<file path="src/rtl/fir_block_ctrl.sv">
// fir_block_ctrl: block sequencer for the FIR_filter datapath.
// Reads len samples from a synchronous sample RAM, streams them into the filter
// one per clock, and writes each filter output to a result RAM at the index of
// the sample that produced it. Start/done handshake towards the host.
// Optional feature macro: FIR_CTRL_FLUSH_EN -- after the last sample, feed
// TAPS-1 zero samples so the filter tail is also written out (needs TAPS >= 2).
module fir_block_ctrl #(
  parameter int DW   = 16,
  parameter int AW   = 10,
  parameter int LAT  = 1,
  parameter int TAPS = 5
) (
  input  logic          clk,
  input  logic          rst,
  input  logic          start,
  input  logic          abort,
  input  logic [AW-1:0] len,
  output logic          busy,
  output logic          done,
  output logic          rd_en,
  output logic [AW-1:0] rd_addr,
  input  logic [DW-1:0] rd_data,
  output logic          fir_rst,
  output logic [DW-1:0] fir_in,
  input  logic [DW-1:0] fir_out,
  output logic          wr_en,
  output logic [AW-1:0] wr_addr,
  output logic [DW-1:0] wr_data
);

  // Tag pipeline depth: read issue -> RAM data -> fir_in register -> LAT filter stages.
  localparam int D = 2 + LAT;

  typedef enum logic [2:0] {
    S_IDLE,
    S_FEED,
`ifdef FIR_CTRL_FLUSH_EN
    S_FLUSH,
`endif
    S_DRAIN,
    S_DONE
  } state_t;

  state_t        state_reg, state_next;
  logic [AW-1:0] len_reg, len_next;
  logic          rd_en_reg, rd_en_next;
  logic [AW-1:0] rd_addr_reg, rd_addr_next;
  logic          fir_rst_reg, fir_rst_next;
  logic [DW-1:0] fir_in_reg, fir_in_next;
  logic          rd_vld_reg;
  logic          pipe_v_reg [D];
  logic [AW-1:0] pipe_a_reg [D];
  logic          pipe_early;
  logic          iss_v;
  logic          kill;

`ifdef FIR_CTRL_FLUSH_EN
  localparam int FCW = (TAPS > 2) ? $clog2(TAPS) : 1;
  logic [FCW-1:0] flush_cnt_reg, flush_cnt_next;
`endif

  // A slot is tagged in every cycle that puts a sample (real or flush zero) on its way.
`ifdef FIR_CTRL_FLUSH_EN
  assign iss_v = rd_en_reg | (state_reg == S_FLUSH);
`else
  assign iss_v = rd_en_reg;
`endif

  assign kill = abort && (state_reg != S_IDLE);

  // Any tag still in flight ahead of the write stage.
  always_comb begin
    pipe_early = 1'b0;
    for (int i = 0; i < D - 1; i++) pipe_early = pipe_early | pipe_v_reg[i];
  end

  // Next-state and registered-output decode; abort overrides everything at the end.
  always_comb begin
    state_next   = state_reg;
    len_next     = len_reg;
    rd_en_next   = 1'b0;
    rd_addr_next = rd_addr_reg;
    fir_rst_next = 1'b0;
    fir_in_next  = rd_vld_reg ? rd_data : '0;
`ifdef FIR_CTRL_FLUSH_EN
    flush_cnt_next = flush_cnt_reg;
`endif
    case (state_reg)
      S_IDLE: begin
        if (start && !abort) begin
          len_next = len;
          if (len == '0) begin
            state_next = S_DONE;
          end else begin
            state_next   = S_FEED;
            rd_en_next   = 1'b1;
            rd_addr_next = '0;
            fir_rst_next = 1'b1;
          end
        end
      end
      S_FEED: begin
        rd_addr_next = rd_addr_reg + AW'(1);
        if (rd_addr_reg == len_reg - AW'(1)) begin
`ifdef FIR_CTRL_FLUSH_EN
          state_next     = S_FLUSH;
          flush_cnt_next = '0;
`else
          state_next = S_DRAIN;
`endif
        end else begin
          rd_en_next = 1'b1;
        end
      end
`ifdef FIR_CTRL_FLUSH_EN
      S_FLUSH: begin
        // rd_addr keeps counting so flush tags land at len, len+1, ...
        rd_addr_next = rd_addr_reg + AW'(1);
        if (flush_cnt_reg == FCW'(TAPS - 2)) state_next = S_DRAIN;
        else flush_cnt_next = flush_cnt_reg + FCW'(1);
      end
`endif
      S_DRAIN: begin
        if (pipe_v_reg[D-1] && !pipe_early) state_next = S_DONE;
      end
      S_DONE: state_next = S_IDLE;
      default: state_next = S_IDLE;
    endcase
    if (kill) begin
      state_next   = S_IDLE;
      rd_en_next   = 1'b0;
      fir_rst_next = 1'b0;
      fir_in_next  = '0;
    end
  end

  // Control and output registers.
  always_ff @(posedge clk) begin
    if (rst) begin
      state_reg   <= S_IDLE;
      len_reg     <= '0;
      rd_en_reg   <= 1'b0;
      rd_addr_reg <= '0;
      fir_rst_reg <= 1'b0;
      fir_in_reg  <= '0;
      rd_vld_reg  <= 1'b0;
    end else begin
      state_reg   <= state_next;
      len_reg     <= len_next;
      rd_en_reg   <= rd_en_next;
      rd_addr_reg <= rd_addr_next;
      fir_rst_reg <= fir_rst_next;
      fir_in_reg  <= fir_in_next;
      rd_vld_reg  <= rd_en_reg && !kill;
    end
  end

`ifdef FIR_CTRL_FLUSH_EN
  // Flush slot counter.
  always_ff @(posedge clk) begin
    if (rst) flush_cnt_reg <= '0;
    else     flush_cnt_reg <= flush_cnt_next;
  end
`endif

  // Valid/address tag shift pipeline; the last stage lines up with fir_out.
  for (genvar gi = 0; gi < D; gi++) begin : g_tag
    if (gi == 0) begin : g_head
      // Head stage captures the tag issued this cycle.
      always_ff @(posedge clk) begin
        if (rst) begin
          pipe_v_reg[gi] <= 1'b0;
          pipe_a_reg[gi] <= '0;
        end else begin
          pipe_v_reg[gi] <= iss_v && !kill;
          pipe_a_reg[gi] <= rd_addr_reg;
        end
      end
    end else begin : g_body
      // Body stages shift the tag one step towards the write port.
      always_ff @(posedge clk) begin
        if (rst) begin
          pipe_v_reg[gi] <= 1'b0;
          pipe_a_reg[gi] <= '0;
        end else begin
          pipe_v_reg[gi] <= pipe_v_reg[gi-1] && !kill;
          pipe_a_reg[gi] <= pipe_a_reg[gi-1];
        end
      end
    end
  end

  assign busy    = (state_reg == S_FEED) || (state_reg == S_DRAIN)
`ifdef FIR_CTRL_FLUSH_EN
                   || (state_reg == S_FLUSH)
`endif
                   ;
  assign done    = (state_reg == S_DONE);
  assign rd_en   = rd_en_reg;
  assign rd_addr = rd_addr_reg;
  assign fir_rst = fir_rst_reg;
  assign fir_in  = fir_in_reg;
  assign wr_en   = pipe_v_reg[D-1];
  assign wr_addr = pipe_a_reg[D-1];
  assign wr_data = pipe_v_reg[D-1] ? fir_out : '0;

endmodule

</file>
<file path="config.mk">
export PLATFORM = sky130hd
export DESIGN_NAME = fir_block_ctrl
export DESIGN_NICKNAME = d
export VERILOG_FILES = /design/src/rtl/fir_block_ctrl.sv
export SDC_FILE = /design/constraint.sdc
export NUM_CORES = 1
export LEC_CHECK = 0
export ABC_AREA = 1
export CORE_MARGIN = 3
export CORE_UTILIZATION = 45
export DETAILED_ROUTE_END_ITERATION = 7
export GPL_TIMING_DRIVEN = 0
export HOLD_SLACK_MARGIN = 0.08
export PLACE_DENSITY = 0.78
export RECOVER_POWER = 100
export SYNTH_ARGS = -nofsm -noshare
export SYNTH_HDL_FRONTEND = slang
export SYNTH_SLANG_ARGS = --single-unit
</file>
<file path="constraint.sdc">
create_clock -name clk -period 2 [get_ports clk]
set_clock_uncertainty 0.15 [all_clocks]
set_input_delay 0.4 -clock clk [delete_from_list [all_inputs] [get_ports clk]]
set_output_delay 0.4 -clock clk [all_outputs]
set_load 0.05 [all_outputs]
</file>
# ---- Yosys cells after proc, flatten, opt, wreduce, memory -nomap -nowiden
# Memories as Yosys holds them, arrays and structs flattened.
# Cells that the tools add are included.
# W data, S select, Z words.
dict set report totals {
  romBits 0
  regBits 42
  mem_bits_rw 33
  n_memories 2
  latchBits 0
}
# name words width read_ports rd_clocked_by_memory_dff write_ports line_no
set memory_table {}
lappend memory_table {pipe_a_reg 3 10 3 0 3 52} ;# logic [AW-1:0] pipe_a_reg [D];
lappend memory_table {pipe_v_reg 3 1 3 0 3 51} ;# logic pipe_v_reg [D];
dict set report op_classes {
  shifts 0
  n_addsub 2
  eq_ne 8
  n_mul 0
  magnitude_cmp 0
  bitwise 9
  reduce_logical 20
  mux 22
  n_div 0
}
# operator count
set ops {}
lappend ops {{$mux W10} 5}
lappend ops {{$pmux W10 S2} 1}
lappend ops {{$mux W16} 1}
lappend ops {{$add A10 B1 Y10 const B} 1}
lappend ops {{$eq A10 B10 Y1} 1}
lappend ops {{$logic_not A10 Y1} 1}
lappend ops {{$sub A10 B1 Y10 const B} 1}
lappend ops {{$mux W1} 9}
lappend ops {{$mux W3} 3}
lappend ops {{$pmux W3 S3} 1}
lappend ops {{$ne A2 B2 Y1 const B} 4}
lappend ops {{$or A1 B1 Y1} 7}
lappend ops {{$eq A3 B2 Y1 const B} 2}
lappend ops {{$logic_and A1 B1 Y1} 6}
lappend ops {{$reduce_and A3 Y1} 2}
lappend ops {{$reduce_or A3 Y1} 2}
lappend ops {{$eq A3 B1 Y1 const B} 1}
lappend ops {{$logic_not A1 Y1} 3}
lappend ops {{$logic_not A3 Y1} 1}
lappend ops {{$reduce_bool A3 Y1} 1}
lappend ops {{$mux W2} 1}
lappend ops {{$not A1 Y1} 2}
lappend ops {{$pmux W1 S2} 1}
lappend ops {{$reduce_and A2 Y1} 1}
lappend ops {{other kinds (3)} 3}

# ---- Logic depth before layout (Yosys ltp)
# An unclocked memory read counts as a cell.
dict set report depth {
  ltp_word 6
  depth_mapped 14
  mapped_depth_nobuf 14
}

# ---- Worst setup path before layout
# No wires, ideal clock.
dict set report synth_path {
  path_type {register to output}
  start {memory pipe_v_reg[2]}
  end {output port wr_data[10]}
  stages_incl_launch_ff 5
  t_required_ps 1450
  setup_slack_ps -106
  path_buffers 2
  t_arrival_ps 1556
  path_cell_list {dfxtp_1 > clkbuf_1 > clkbuf_1 > nand2_1 > inv_1}
}
# element line_no
set synth_rtl {}
lappend synth_rtl {{from (decl)} 51}
lappend synth_rtl {{to (decl)} 28} ;# output logic [DW-1:0] wr_data

# ---- Worst setup path after layout
dict set report layout_path {
  start {register rd_addr_reg[6] (netlist: rd_addr[6])}
  end {output port rd_addr[6]}
}
# element line_no
set layout_rtl {}
lappend layout_rtl {{from (decl)} 47} ;# logic [AW-1:0] rd_addr_reg, rd_addr_next;
lappend layout_rtl {{from (signal assigned)} 151} ;# rd_addr_reg <= rd_addr_next;
lappend layout_rtl {{to (decl)} 21} ;# output logic [AW-1:0] rd_addr,
# No word-level cell between the ends.

==> reports/qor.yml <==
critical_path:
  slowest_stage: "clkdlybuf4s15_1"
  endpoint_kind: "output pin"
  critPathMaxFanout: 6
  critPathRequiredTime_ns: 1.45
  worst-path-buf-inv: 1
  cp_cell_sequence: "clkdlybuf4s15_1"
  max_stage_delay_ns: 0.55
  path_class: "flip-flop to output pin"
  critical_path.top_delay_family: "buffers and inverters"
  cp.arrival_ns: 1.40
  startpoint: "rd_addr[6]"
  startpoint_type: "flip-flop"
  reg2reg_from: "len_reg[0]"
sta:
  setup_tns_ns: 0
  slew_violations: 0
  period_minus_slack_ns: 1.95
  tightestPinTransition_ns: 0.600
  fin_crit_sh: 0.977
  max_freq_mhz: 512
  hold_viol: 0
  relSlewSlack: 0.602
  holdWs_ns: 0.250
  rsz0062_at_grt: "no"
  setup_viol: 0
power:
  p_clk_frac: 0.262
  leakage_nw: 2.07
  seq_power_share: 0.407
  vdd_drop_max_uv: 999
  power.share.switching: 0.362
  internal_power_mw: 2.55
  p_comb_frac: 0.332
  p_per_area_nw_per_um2: 938
  netSwitchingPower_mw: 1.44
detailed_routing:
  drc: 0
  drtIter0Drc: 114
  viasPerCell: 4.66
  drt-total-wl_um: 7160
  route.detailed.wl_per_inst_um: 11.6
  firstDrtPassIters: 5
  ant_nets: 0
  vias: 2882
finish:
  seqCellArea_um2: 1460
  multi_input_area_um2: 1220
  largest_reg_flops: 30
  finalInstanceArea_um2: 4250
  drive_above_1_share: 0.125
  fillers: 581
  num_antenna_cells: 0
  area_growth_pct: 38.5
  layout.nets: 590
  finalNonFillerCells: 619
die:
  die_h_um: 88.6
  rows: 29
  die_area_um2: 7850
  io_pins: 103
  placeableCoreArea_um2: 6490
  start_util: 0.473
  die_w_um: 88.6
clock_tree:
  clock_sinks: 73
  clkSlewWorstSetupHoldPaths_ns: 0.07
  cts_tree: "built"
  cts_made_buffers: 9
  cts_max_path_buffers: 2
  htreeDepth: 3
  clk_latency_ns: 0.34
  cts_root_buffer: "clkbuf_8"
  hold_buffers: 0
global_route:
  groute.usage.overall: 0.190
  first_global_vias: 2621
  grt_remaining_overflow: 0
  grt_max_degree: 13
  antenna_found_initial: 0
  grt_pass1_wl_um: 11700
logic_synthesis:
  ys_seq_elements: 73
  synth.top_cell.area_share: 0.476
  synth_area_um2: 3070
  async_flop_share: 0
  synth_area_leaders: "dfxtp_1 (48%), inv_1 (10%), nor2_1 (8.8%)"
  ys_seq_area_frac: 0.476
  synth_top_area_cell: "dfxtp_1"
  ys_warn_count: 0
  syn_area_per_cell_um2: 7.26
  synth-edff-count: 0
  synth_flop_cell: "dfxtp_1"
  syn_nets: 475
  synth.distinct_cells: 30
  syn_inst: 423
place:
  io_buffer_count: 102
  place.gp.congestion: 0.892
  place_area_um2: 4190
  dpl.hpwl_um: 5540
  placed_cells: 602
worst_hold_path:
  min-delay-start: "pipe_a_reg[1][0]"
  hold_path_class: "flip-flop to flip-flop"
job:
  maxCapViolations: 0
run_status:
  outcome: "finished clean"
[layout make-up]
cell class                      count  area share
Timing Repair Buffer              104       0.208
Multi-Input combinational cell    246       0.287
Tap cell                           77      0.0226
Clock buffer                       11      0.0356
Clock inverter                      4     0.00647
Buffer                             12      0.0153
Inverter                           92      0.0812
Sequential cell                    73       0.344
[layer usage]
layer / vias to the layer above / wire [µm] / track usage / part of all wire
li1: 1495 / - / - / -
met1: 1293 / 2930 / 0.236 / 0.41
met2: 80 / 3710 / 0.321 / 0.52
met3: 14 / 380 / 0.0428 / 0.053
met4: 0 / 144 / 0.0701 / 0.020
met5: - / 0 / 0 / 0
[cell families after synthesis]
kind of cell,synth area share
AND/OR/NAND/NOR,0.273
buffers and inverters,0.132
flip-flops,0.476
AO/OA/AOI/OAI,0.0632
XOR/XNOR,0.0314
adder cells (fa/ha/maj),0.0244
[power by group through the flow]
stage	combinational (mW)	sequential (mW)	clock, mW
after floorplan	0.874	1.74	0
after global routing	1.48	1.64	1.14
after global placement	1.30	1.65	0
after detailed placement	1.32	1.66	0
after CTS	1.29	1.62	1.07
final	1.32	1.62	1.04
[cells in the mapped netlist, types with 6 or more instances]
cell	n
clkbuf_1	7
inv_2	8
a21oi_1	19
nand4_1	6
xnor2_1	7
ha_1	6
nand2_1	71
dfxtp_1	73
nor2_1	72
inv_1	84
o21ai_0	17
nand3_1	19
[metrics by stage]
step,setup WS [ns],power (mW),utilization
finish,0.0456,3.99,0.655
global route,0.00463,4.25,0.655
CTS,0.0000795,3.98,0.661
detailed placement,-0.475,2.98,0.645
global placement,-0.393,2.95,0.645
floorplan,0.0501,2.62,-
[placed cells by master, fill, tap and decap left out, types with 4 or more instances in the layout]
cell	instances
dfxtp_1	73
a21oi_1	18
nand2_1	72
clkbuf_8	11
nand3_1	20
buf_4	5
clkdlybuf4s15_2	5
clkbuf_2	6
nor2_2	6
buf_2	4
inv_1	84
ha_1	5
o21ai_0	16
nor3_1	4
nor2_1	71
clkbuf_4	7
clkbuf_1	17
xor2_1	4
nand4_1	6
dlygate4sd2_1	25
xnor2_1	7
inv_2	8
clkdlybuf4s50_1	45
[what timing repair did]
| item | in CTS | in global routing |
|---|---|---|
| buffers inserted | 0 | 2 |
| pin swaps | 0 | 1 |
| gates resized for setup | 104 | 37 |
| endpoints found under the setup margin | 45 | 48 |
[path summary, 6_finish.rpt]
| path | cells past startpoint | to | slack (ns) |
|---|---|---|---|
| worst max-delay path | 1 | rd_addr[6] | 0.05 |
| worst min-delay path | 2 | pipe_a_reg[2][0] | 0.25 |
| worst max register to register | 11 | state_reg[1] | 0.14 |
| worst min register to register | 2 | pipe_a_reg[2][0] | 0.25 |
(Power assumes the default switching activity.)
